File: src/rtl/sort4_3bit_ctrl.sv
// Four-element 3-bit bubble sorter with early termination.
// One shared comparator makes one ordering decision per cycle.

module comparator_3bit (
  input  logic [2:0] a,
  input  logic [2:0] b,
  output logic       lt,
  output logic       gt,
  output logic       eq
);
  assign lt = a < b;
  assign gt = a > b;
  assign eq = a == b;
endmodule

module sort4_3bit_ctrl #(
  parameter int unsigned ASCEND = 1
) (
  input  logic       clk,
  input  logic       rst,
  input  logic       start,
  input  logic [2:0] din0,
  input  logic [2:0] din1,
  input  logic [2:0] din2,
  input  logic [2:0] din3,
  output logic       busy,
  output logic       done,
  output logic [2:0] dout0,
  output logic [2:0] dout1,
  output logic [2:0] dout2,
  output logic [2:0] dout3,
  output logic [2:0] swap_count
);

  typedef enum logic [1:0] {StIdle, StSort, StDone} state_e;

  state_e           state_q, state_d;
  logic [3:0][2:0]  w_q, w_sw;
  logic [3:0][2:0]  dout_q;
  logic [1:0]       pass_q, pair_q, pair_r;
  logic [2:0]       swap_cnt_q, cnt_next, swap_count_q;
  logic             pass_swap_q;
  logic [2:0]       left, right;
  logic             cmp_lt, cmp_gt, cmp_eq;
  logic             do_swap, last_pair, finish;

  assign pair_r = pair_q + 2'd1;
  assign left   = w_q[pair_q];
  assign right  = w_q[pair_r];

  comparator_3bit u_cmp (
    .a  (left),
    .b  (right),
    .lt (cmp_lt),
    .gt (cmp_gt),
    .eq (cmp_eq)
  );

  // eq never swaps, which keeps the sort stable
  assign do_swap   = (state_q == StSort) && !cmp_eq && ((ASCEND != 0) ? cmp_gt : cmp_lt);
  assign last_pair = (pair_q == (2'd2 - pass_q));
  assign finish    = (state_q == StSort) && last_pair &&
                     (!(pass_swap_q || do_swap) || (pass_q == 2'd2));
  assign cnt_next  = swap_cnt_q + {2'b00, do_swap};

  always_comb begin
    w_sw = w_q;
    if (do_swap) begin
      w_sw[pair_q] = right;
      w_sw[pair_r] = left;
    end
  end

  always_ff @(posedge clk) begin
    if (rst) begin
      state_q <= StIdle;
    end else begin
      state_q <= state_d;
    end
  end

  always_comb begin
    state_d = state_q;
    unique case (state_q)
      StIdle:  if (start) state_d = StSort;
      StSort:  if (finish) state_d = StDone;
      StDone:  state_d = StIdle;
      default: state_d = StIdle;
    endcase
  end

  always_comb begin
    busy = (state_q != StIdle);
    done = (state_q == StDone);
  end

  always_ff @(posedge clk) begin
    if (rst) begin
      w_q          <= '0;
      dout_q       <= '0;
      pass_q       <= '0;
      pair_q       <= '0;
      swap_cnt_q   <= '0;
      swap_count_q <= '0;
      pass_swap_q  <= 1'b0;
    end else begin
      unique case (state_q)
        StIdle: begin
          if (start) begin
            w_q         <= {din3, din2, din1, din0};
            pass_q      <= '0;
            pair_q      <= '0;
            swap_cnt_q  <= '0;
            pass_swap_q <= 1'b0;
          end
        end
        StSort: begin
          w_q        <= w_sw;
          swap_cnt_q <= cnt_next;
          if (last_pair) begin
            pass_q      <= pass_q + 2'd1;
            pair_q      <= '0;
            pass_swap_q <= 1'b0;
          end else begin
            pair_q      <= pair_r;
            pass_swap_q <= pass_swap_q | do_swap;
          end
          if (finish) begin
            dout_q       <= w_sw;
            swap_count_q <= cnt_next;
          end
        end
        default: ;
      endcase
    end
  end

  assign dout0      = dout_q[0];
  assign dout1      = dout_q[1];
  assign dout2      = dout_q[2];
  assign dout3      = dout_q[3];
  assign swap_count = swap_count_q;

endmodule
File: config.mk
export PLATFORM = sky130hd
export DESIGN_NAME = sort4_3bit_ctrl
export DESIGN_NICKNAME = d
export VERILOG_FILES = /design/src/rtl/sort4_3bit_ctrl.sv
export SDC_FILE = /design/constraint.sdc
export NUM_CORES = 1
export LEC_CHECK = 0
export CAP_MARGIN = 20
export CORE_UTILIZATION = 50
export CTS_CLUSTER_DIAMETER = 60
export CTS_CLUSTER_SIZE = 12
export DETAILED_ROUTE_END_ITERATION = 8
export GPL_ROUTABILITY_DRIVEN = 0
export PLACE_DENSITY = 0.86
export SLEW_MARGIN = 20
export SYNTH_ARGS = -nofsm -noshare
export SYNTH_HDL_FRONTEND = slang
export SYNTH_HIERARCHICAL = 1
export SYNTH_SLANG_ARGS = --single-unit
File: constraint.sdc
create_clock -name clk -period 3.1 [get_ports clk]
set_input_delay 0.62 -clock clk [delete_from_list [all_inputs] [get_ports clk]]
set_output_delay 0.62 -clock clk [all_outputs]
set_load 0.01 [all_outputs]
; ---- Word-level counts from Yosys, hierarchy flattened
; Cells that the tools add are included.
[totals]
ff_bits = 37
input_bits = 15
output_inout_bits = 17
elab_cells = 75
[op_classes]
add_sub_neg = 4
order_cmp = 5
n_eq_ne = 8
n_mux = 26
bitwise_logic = 1
reduce_logical = 17
[ops]
columns = cell, n
row1 = 12-bit bitwise mux, 2
row2 = 12-bit two-way mux, 2
row3 = 12-bit one-hot mux with 2 select lines, 1
row4 = 3-bit two-way mux, 5
row5 = 3-bit binary-select mux with 2-bit select, 2
row6 = 3-bit demux with 2-bit select, 2
row7 = 2-bit one-hot mux with 2 select lines, 3
row8 = 2-bit two-way mux, 5
row9 = 1-bit logical AND, 6
row10 = "2-bit by 3-bit < comparator with 1-bit output, second input constant", 2
row11 = "2-bit inequality test, second input constant", 3
row12 = 3-bit one-hot mux with 2 select lines, 1
row13 = 2-bit AND reduction, 3
row14 = "2-bit by 1-bit adder with 2-bit output, second input constant", 2
row15 = "2-bit equality test, second input constant", 2
row16 = "2-bit by 1-bit greater-or-equal comparator with 1-bit output, second input constant", 2
row17 = 2-bit nonzero test, 2
row18 = 3-bit by 1-bit adder with 3-bit output, 1
row19 = 3-bit equality test, 1
row20 = 3-bit > comparator, 1
row21 = 3-bit AND reduction, 1
row22 = "2-bit by 1-bit equality test with 1-bit output, second input constant", 1
row23 = 2-bit equality test, 1
row24 = 1-bit logical NOT, 2
row25 = other kinds (6), 8

; ---- Logic depth before layout (Yosys ltp)
; Gate-level depths: netlist (run 1).
[logic_depth]
word_depth = 13
mapped_depth = 16
mapped_depth_nobuf = 14

; ---- Cells and area by module
; Netlist (run 1), hierarchy kept.
[modules_own_cells]
columns = mod, instances, cells_per_inst, area_each_um2, seq_area_each_um2
row1 = sort4_3bit_ctrl, 1, 253, 2260.9, 740.7
row2 = comparator_3bit, 1, 11, 83.8, 0.0

; ---- Least setup slack after synthesis (run 1)
; OpenSTA, ideal clock, no wires.
[synth_path]
path_type = reg2reg
startpoint = register pair_q[0]
endpoint = register swap_cnt_q[2]
setup_ns = 0.132
arrival_time_ns = 3.172
required_time_ns = 2.968
setup_slack_ns = -0.204
stages_incl_launch_ff = 17
path_buffers = 2
period_less_slack_ns = 3.304
path_cell_list = dfxtp_1 -> buf_6 -> inv_1 -> ha_1 -> mux4_1 -> inv_1 -> ha_1 -> a21oi_1 -> a21oi_1 -> nand4bb_4 -> clkinv_1 -> buf_2 -> ha_1 -> ha_1 -> nor3b_1 -> o21ai_0 -> a21oi_1
[synth_between]
word_cells_on_any_way = 12
cone_classes = add/sub: 2 / order compare: 1 / eq/ne: 1 / mux: 5 / reduce/logical: 3
[synth_lines]
columns = element, line_no
row1 = "start, declared", 40  ; logic [1:0] pass_q, pair_q, pair_r;
row2 = "start signal, assigned", 125  ; pair_q <= pair_r;
row3 = 2-bit by 1-bit adder with 2-bit output, 47  ; assign pair_r = pair_q + 2'd1;
row4 = 3-bit binary-select mux with 2-bit select, 49  ; assign right = w_q[pair_r];
row5 = 3-bit two-way mux (implied by the code), 49
row6 = via right[2], 43  ; logic [2:0] left, right;
row7 = 3-bit > comparator, 12  ; assign gt = a > b;
row8 = via cmp_gt, 44  ; logic cmp_lt, cmp_gt, cmp_eq;
row9 = 1-bit logical AND, 60  ; assign do_swap = (state_q == StSort) && !cmp_eq && ((ASCEND != 0) ? cmp_gt : cmp_lt);
row10 = 3-bit by 1-bit adder with 3-bit output, 64  ; assign cnt_next = swap_cnt_q + {2'b00, do_swap};
row11 = 3-bit one-hot mux with 2 select lines, 107  ; unique case (state_q)
row12 = "end signal, assigned", 119  ; swap_cnt_q <= cnt_next;
row13 = "end, declared", 41  ; logic [2:0] swap_cnt_q, cnt_next, swap_count_q;
; The timed path passes the listed nets, and every way through them passes these cells. The select of a mux whose other input is x is not followed.
; A chain may end at the register's enable or synchronous reset.

; ---- Worst setup path after layout (run 1)
[layout_path]
startpoint = register pair_q[1]
endpoint = register w_q[0] (netlist name)
[layout_between]
elab_chain_len = 9
word_cells_on_any_way = 24
cone_classes = add/sub: 1 / order compare: 5 / eq/ne: 1 / mux: 12 / reduce/logical: 5
[layout_rtl]
columns = element, line_no
row1 = 2-bit by 1-bit adder with 2-bit output, 47
row2 = 3-bit binary-select mux with 2-bit select, 49
row3 = 3-bit two-way mux (implied by the code), 49
row4 = via right[2], 43
row5 = 3-bit equality test, 13  ; assign eq = a == b;
row6 = via cmp_eq, 44
row7 = 1-bit logical NOT, 60
row8 = 1-bit logical AND (2 in series), 60
row9 = 12-bit two-way mux, 68  ; if (do_swap) begin
row10 = 12-bit one-hot mux with 2 select lines, 107
row11 = "end signal, assigned", 110  ; w_q <= {din3, din2, din1, din0};
row12 = "end signal, assigned", 118  ; w_q <= w_sw;
row13 = "end, declared", 38  ; logic [3:0][2:0] w_q, w_sw;
; The timed path passes the listed nets, and every way through them passes these cells. The select of a mux whose other input is x is not followed.

==> results of run 1 <==
[cell type report]
type	count	area (um^2)
Tap cell	52	65.1
Clock inverter	3	65.1
Clock buffer	5	68.8
Inverter	11	46.3
Multi-Input combinational cell	198	1500
Sequential cell	37	746
Fill cell	338	1490
Timing Repair Buffer	47	434
[how the worst max path moves through the flow]
stage | from | to | slack [ns] | cells past startpoint
6_report | pair_q[1]$_SDFFE_PP0P_ | w_q[0]$_SDFFE_PP0P_ | 0.08 | 12
5_1_grt | pair_q[1]$_SDFFE_PP0P_ | swap_cnt_q[2]$_SDFFE_PP0P_ | -0.02 | 14
4_1_cts | pair_q[1]$_SDFFE_PP0P_ | dout2[0]$_SDFFE_PP0P_ | 0.08 | 12
3_5_place_dp | pair_q[1]$_SDFFE_PP0P_ | dout2[0]$_SDFFE_PP0P_ | 0.11 | 12
3_3_place_gp | pair_q[0]$_SDFFE_PP0P_ | dout3[1]$_SDFFE_PP0P_ | 0.21 | 12
2_1_floorplan | pair_q[0]$_SDFFE_PP0P_ | swap_cnt_q[2]$_SDFFE_PP0P_ | 0.007 | 16
[critical path: cells and delay by family (launching register included)]
family / cells / cell delay [ns]
multiplexers: 1 / 0.34
buffers and inverters: 3 / 0.41
flip-flops: 1 / 0.37
AND/OR/NAND/NOR: 3 / 0.77
adder cells (fa/ha/maj): 2 / 0.57
AO/OA/AOI/OAI: 3 / 0.43
[through the flow]
step | TNS [ns] | hold slack (ns) | cells
after global placement | 0 | 0.464 | 341
final | 0 | 0.476 | 353
after CTS | 0 | 0.480 | 349
after global routing | -0.0323 | 0.496 | 353
after floorplan | 0 | 0.449 | 263
after detailed placement | 0 | 0.469 | 341
[where the power goes]
| group | switching (uW) | total (uW) | internal, uW |
|---|---|---|---|
| Sequential | 25.9 | 522 | 496 |
| Clock | 188 | 508 | 320 |
| Combinational | 208 | 365 | 157 |
[cells in the final DEF (no fill, tap or decap), drive strengths merged, types with 9 or more instances in the layout]
cell,n
nor2,14
nand2,9
o32ai,18
inv,10
ha,13
mux2i,12
a21oi,25
nand3,13
nor2b,13
o21ai,24
o41ai,9
buf,16
or3,9
clkdlybuf4s50,31
dfxtp,37
[routing by layer]
metal	vias up	part of all wire [%]	GRT usage [%]
met4	0	3.1	9.78
met5	-	0	0
met3	32	8.6	6.49
met2	155	46	39.0
li1	1061	-	-
met1	1091	43	34.8
[sequential cells by signal, summed over array words and instances, names as in the netlist]
name and count:
w_q 12, pass_swap_q 1, pass_q 2, state_q 2, dout0 3, pair_q 2, swap_count 3, dout1 3
dout2 3, swap_cnt_q 3, dout3 3
[timing repair]
action	in CTS	in global routing
gates resized for setup	0	10
setup buffers	0	4
setup endpoints to repair	0	19
==> impl_metrics.toml, run 1 <==
[global_routing]
grt_pass1_vias = 2064
overflow = 0
grt_start_max_net_pins = 22
grt_pass1_wl_mm = 10.1
track_usage_pct = 25.7
antenna_found_initial = 0

[routing]
wire_per_inst_um = 18.4
drt-total-wl_mm = 6.49
via_per_inst = 6.63
postRouteAntennaNets = 0
drcViolationCount = 0
drt_iter0_markers = 360
drt_pass1_iterations = 5
vias = 2339

[floorplanning]
placeableCoreArea_um2 = 4410
rows = 24
die_width_um = 70.4
io_pins = 32
dieHeight_um = 70.4
dieArea_um2 = 4950
start_util_pct = 53.0

[setup_path]
max_stage_delay_ns = 0.42
crit_path_end_kind = "flip-flop"
rr_endpoint = "w_q[0]$_SDFFE_PP0P_"
worstPathRequired_ns = 3.26
ff2ff_setup_slack_ns = 0.08
critPathKind = "flip-flop to flip-flop"
slowest_stage = "or3_1"
r2r_start = "pair_q[1]$_SDFFE_PP0P_"
arrival_ns = 3.18
ff2ff_path_depth = 12
cp-start-kind = "flip-flop"
crit_fanout = 13
crit_top_cell = "inv_1"
cp_cell_sequence = "inv_1 -> ha_4 -> mux4_2 -> inv_1 -> ha_1 -> and3_4 -> a21oi_2 -> nand4bb_4 -> buf_4 -> or3_1 -> o21ai_0 -> o32ai_1"

[finish]
antenna_cells = 0
nets = 328
stdcell_area_um2 = 2930
final_util_pct = 66.4
drive_gt1_share_pct = 16.6
area_growth_pct = 25.3

[timing]
fmax_mhz = 331
setup_violations = 0
max_slew_margin_pct = 63.9
post-route-period-util_pct = 97.5
worst_pin_slew_ns = 0.540
slew_violations = 0
finClkSkew_ns = 0.00815
worst_slack_ns = 0.0762
min_period_ns = 3.02
final-hold-violation-count = 0

[hold_path]
min_to = "pass_q[1]$_SDFFE_PP0P_"
min_from = "pass_q[1]$_SDFFE_PP0P_"
hp-class = "flip-flop to flip-flop"
hold_depth = 2

[synth]
syn-num-nets = 291
synthesis.instances = 263
synth_area_um2 = 2340
syn_avg_cell_area_um2 = 8.89
ys_warn_count = 6

[clocking]
clk_latency_ns = 0.30
cts_buffer_depth = 2
ctsRootBufferMaster = "clkbuf_8"
cts.sinks = 37
cts_tree = "built"
cts_inserted_buffers = 5
clkTransAtPathRegs_ns = 0.07
cts.hold.buffers_added = 0
cts_max_level = 2

[flow_run]
max-cap-violations = 0

[place]
numPortBuffers = 31
place_ws_ns = 0.112
dp_hpwl_mm = 4.53
dpl_cell_area_um2 = 2740

[power_and_ir_drop]
power_uw = 1400
cellLeakagePower_uw = 0.00107
vdd_drop_max_v = 0.000262
power_density_nw_per_um2 = 476

[status]
status = "complete, no violations"
No activity file was read; power rests on OpenSTA's default activity.
==> inputs of run 2 (changes only) <==
--- a/config.mk
+++ b/config.mk
@@ -5,7 +5,6 @@
 export SDC_FILE = /design/constraint.sdc
 export NUM_CORES = 1
 export LEC_CHECK = 0
-export CAP_MARGIN = 20
 export CORE_UTILIZATION = 50
 export CTS_CLUSTER_DIAMETER = 60
 export CTS_CLUSTER_SIZE = 12
==> results of run 2 <==
No change in the layout: final DEF, timing and power equal those of run 1.
==> inputs of run 3 (changes only) <==
--- a/config.mk
+++ b/config.mk
@@ -5,12 +5,13 @@
 export SDC_FILE = /design/constraint.sdc
 export NUM_CORES = 1
 export LEC_CHECK = 0
+export ABC_AREA = 1
 export CORE_UTILIZATION = 50
 export CTS_CLUSTER_DIAMETER = 60
 export CTS_CLUSTER_SIZE = 12
 export DETAILED_ROUTE_END_ITERATION = 8
 export GPL_ROUTABILITY_DRIVEN = 0
-export PLACE_DENSITY = 0.86
+export PLACE_DENSITY = 0.85
 export SLEW_MARGIN = 20
 export SYNTH_ARGS = -nofsm -noshare
 export SYNTH_HDL_FRONTEND = slang
==> run 3 against run 2 <==
Net effect: non-clock buffer count fell by 10; setup slack gained 0.089 ns; largest cell class unchanged; synthesized cell count grew 37%; utilization fell by 2.8 points; cell area shrank 2.2%.
==> impl_metrics.toml, run 3 <==
[clocking]
cts_inserted_buffers = 5
ctsRootBufferMaster = "clkbuf_8"
clk_latency_ns = 0.30
cts_max_level = 2
cts_tree = "built"
cts.sinks = 37
clkTransAtPathRegs_ns = 0.08
cts_buffer_depth = 2
post_cts_buffers = 0

[floorplanning]
die_width_um = 71.6
io_pins = 32
rows = 24
placeableCoreArea_um2 = 4500
start_util_pct = 53.8
dieArea_um2 = 5120
dieHeight_um = 71.6

[hold_path]
hold_depth = 2
min_from = "pass_q[1]$_SDFFE_PP0P_"
min_to = "pass_q[1]$_SDFFE_PP0P_"
hp-class = "flip-flop to flip-flop"

[timing]
setup_violations = 0
worst_pin_slew_ns = 0.985
rsz0062_at_grt = "no"
worst_slack_ns = 0.165
fmax_mhz = 341
finalSetupTns_ns = 0
max_slew_margin_pct = 34.2
finClkSkew_ns = 0.00940
slew_violations = 0
post-route-period-util_pct = 94.7
final-hold-violation-count = 0
min_period_ns = 2.94

[synth]
synthesis.instances = 360
synth_top_cell_by_area = "dfxtp_1"
yosys-top-cells-area = "dfxtp_1, nand2_1, ha_1"
ys_seq_area_share_pct = 30.6
synth.distinct_cells = 32
async_flop_share_pct = 0
ys_ff_latch = 37
syn_avg_cell_area_um2 = 6.73
yosysTopAreaCellShare_pct = 30.6
synth_common_cells = "nand2_1, inv_1, nor2_1, dfxtp_1, a21oi_1"
ys_warn_count = 6
synth_edf_count = 0
yosysMostFrequentCell = "nand2_1"
ys.flop_type = "dfxtp_1"
syn-num-nets = 388
synth_area_um2 = 2420

[routing]
vias = 2468
postRouteAntennaNets = 0
drcViolationCount = 0
drt_pass1_iterations = 5
via_per_inst = 5.53
drt_iter0_markers = 277
wire_per_inst_um = 13.7
drt-total-wl_mm = 6.10

[setup_path]
arrival_ns = 3.17
r2r_start = "pair_q[1]$_SDFFE_PP0P_"
rr_endpoint = "swap_count[2]$_SDFFE_PP0P_"
ff2ff_path_depth = 21
critPathKind = "flip-flop to flip-flop"
ff2ff_setup_slack_ns = 0.16
cp-start-kind = "flip-flop"
crit_path_end_kind = "flip-flop"
worstPathRequired_ns = 3.33
crit_fanout = 16

[global_routing]
grt_pass1_wl_mm = 10.2
antenna_found_initial = 0
grt_busiest_layer = "met2"
grt_pass1_vias = 2255
grt_start_max_net_pins = 28
met1_usage_pct = 34.4
gr-usage-met3_pct = 3.80
use_met2_pct = 41.4
overflow = 0
track_usage_pct = 25.2

[finish]
final_cell_mix = "nand2_1, inv_1, nor2_1, dfxtp_1, a21oi_1"
nets = 421
drive_gt1_share_pct = 11.2
fill_cells = 396
area_growth_pct = 18.3
top_register = "w_q"
stdcell_area_um2 = 2860
multi_input_area_um2 = 1440
largest_reg_flops = 12
antenna_cells = 0
seq_area_um2 = 741
layout_commonest_cell = "nand2_1"

[place]
dp_hpwl_mm = 4.32
dpl_cell_area_um2 = 2750
numPortBuffers = 31
place_ws_ns = 0.0141

[status]
status = "complete, no violations"

[flow_run]
max-cap-violations = 0

[power_and_ir_drop]
power_density_nw_per_um2 = 624
cellLeakagePower_uw = 0.00125
vdd_drop_max_v = 0.000349
run 3: how the worst max path moves through the flow:
stage | startpoint | end | slack [ns] | cells after the start
2_1_floorplan | pair_q[0]$_SDFFE_PP0P_ | swap_count[2]$_SDFFE_PP0P_ | 0.07 | 22
3_3_place_gp | pair_q[0]$_SDFFE_PP0P_ | swap_count[2]$_SDFFE_PP0P_ | 0.26 | 21
3_5_place_dp | pair_q[1]$_SDFFE_PP0P_ | swap_count[2]$_SDFFE_PP0P_ | 0.01 | 21
4_1_cts | pair_q[1]$_SDFFE_PP0P_ | swap_count[2]$_SDFFE_PP0P_ | 0.05 | 21
5_1_grt | pair_q[1]$_SDFFE_PP0P_ | swap_count[2]$_SDFFE_PP0P_ | 0.008 | 21
6_report | pair_q[1]$_SDFFE_PP0P_ | swap_count[2]$_SDFFE_PP0P_ | 0.16 | 21
run 3: cell type report:
type	instances	area share (%)
multi-input cells	269	50.3
flip-flops and latches	37	25.9
repair buffers	37	12.4
inverters	43	6.25
clock buffers	6	2.53
well taps	52	2.27
clock inverters	2	0.349
run 3: what timing repair did:
item / 4_1_cts / 5_1_grt
endpoints found under the setup margin: 1 / 7
hold buffers: 0 / 0
resized for setup: 1 / 5
pin swaps: 0 / 2
run 3: critical path, cell delays in order (launching register included):
cell and delay, ns:
dfxtp_1 0.34, inv_1 0.08, ha_4 0.30, inv_1 0.07, nand3_1 0.10, nand2_2 0.10
inv_1 0.06, inv_1 0.03, ha_1 0.28, nand2_2 0.07, nor2_2 0.12, nor2_2 0.05
nor2_2 0.07, inv_1 0.07, nor2_4 0.13, nand2_8 0.12, inv_8 0.10, ha_1 0.14
ha_1 0.16, xor2_1 0.21, o21ai_0 0.13, nor2_1 0.13
run 3: where the power goes:
group | switching (uW) | total [uW] | internal [uW]
combinational | 541 | 868 | 327
clock | 179 | 335 | 156
sequential | 52.5 | 585 | 532
total | 773 | 1790 | 1020
run 3: routing by layer:
layer	vias up	part of all wire [%]
li1	1236	-
met3	8	7.7
met4	0	0.93
met1	1125	44
met2	99	47
met5	-	0
run 3: through the flow:
step	util, %	power, uW	instances	hold slack (ns)
after global placement	61.1	1390	438	0.448
after global routing	63.6	1910	446	0.521
after CTS	63.1	1760	446	0.486
final	63.6	1790	446	0.479
after floorplan	-	1210	360	0.440
after detailed placement	61.1	1410	438	0.473
run 3: kinds of logic (layout without fill, tap and decap cells):
family | count (synthesis) | in the layout | synth area share (%)
xor gates and xnor gates | 3 | 3 | 1.09
adders and majority gates | 13 | 13 | 6.72
DFF | 37 | 37 | 30.6
and+or+nand+nor | 178 | 178 | 32.6
AOI/OAI and AO/OA | 75 | 75 | 18.2
buffers and inverters | 54 | 88 | 10.8
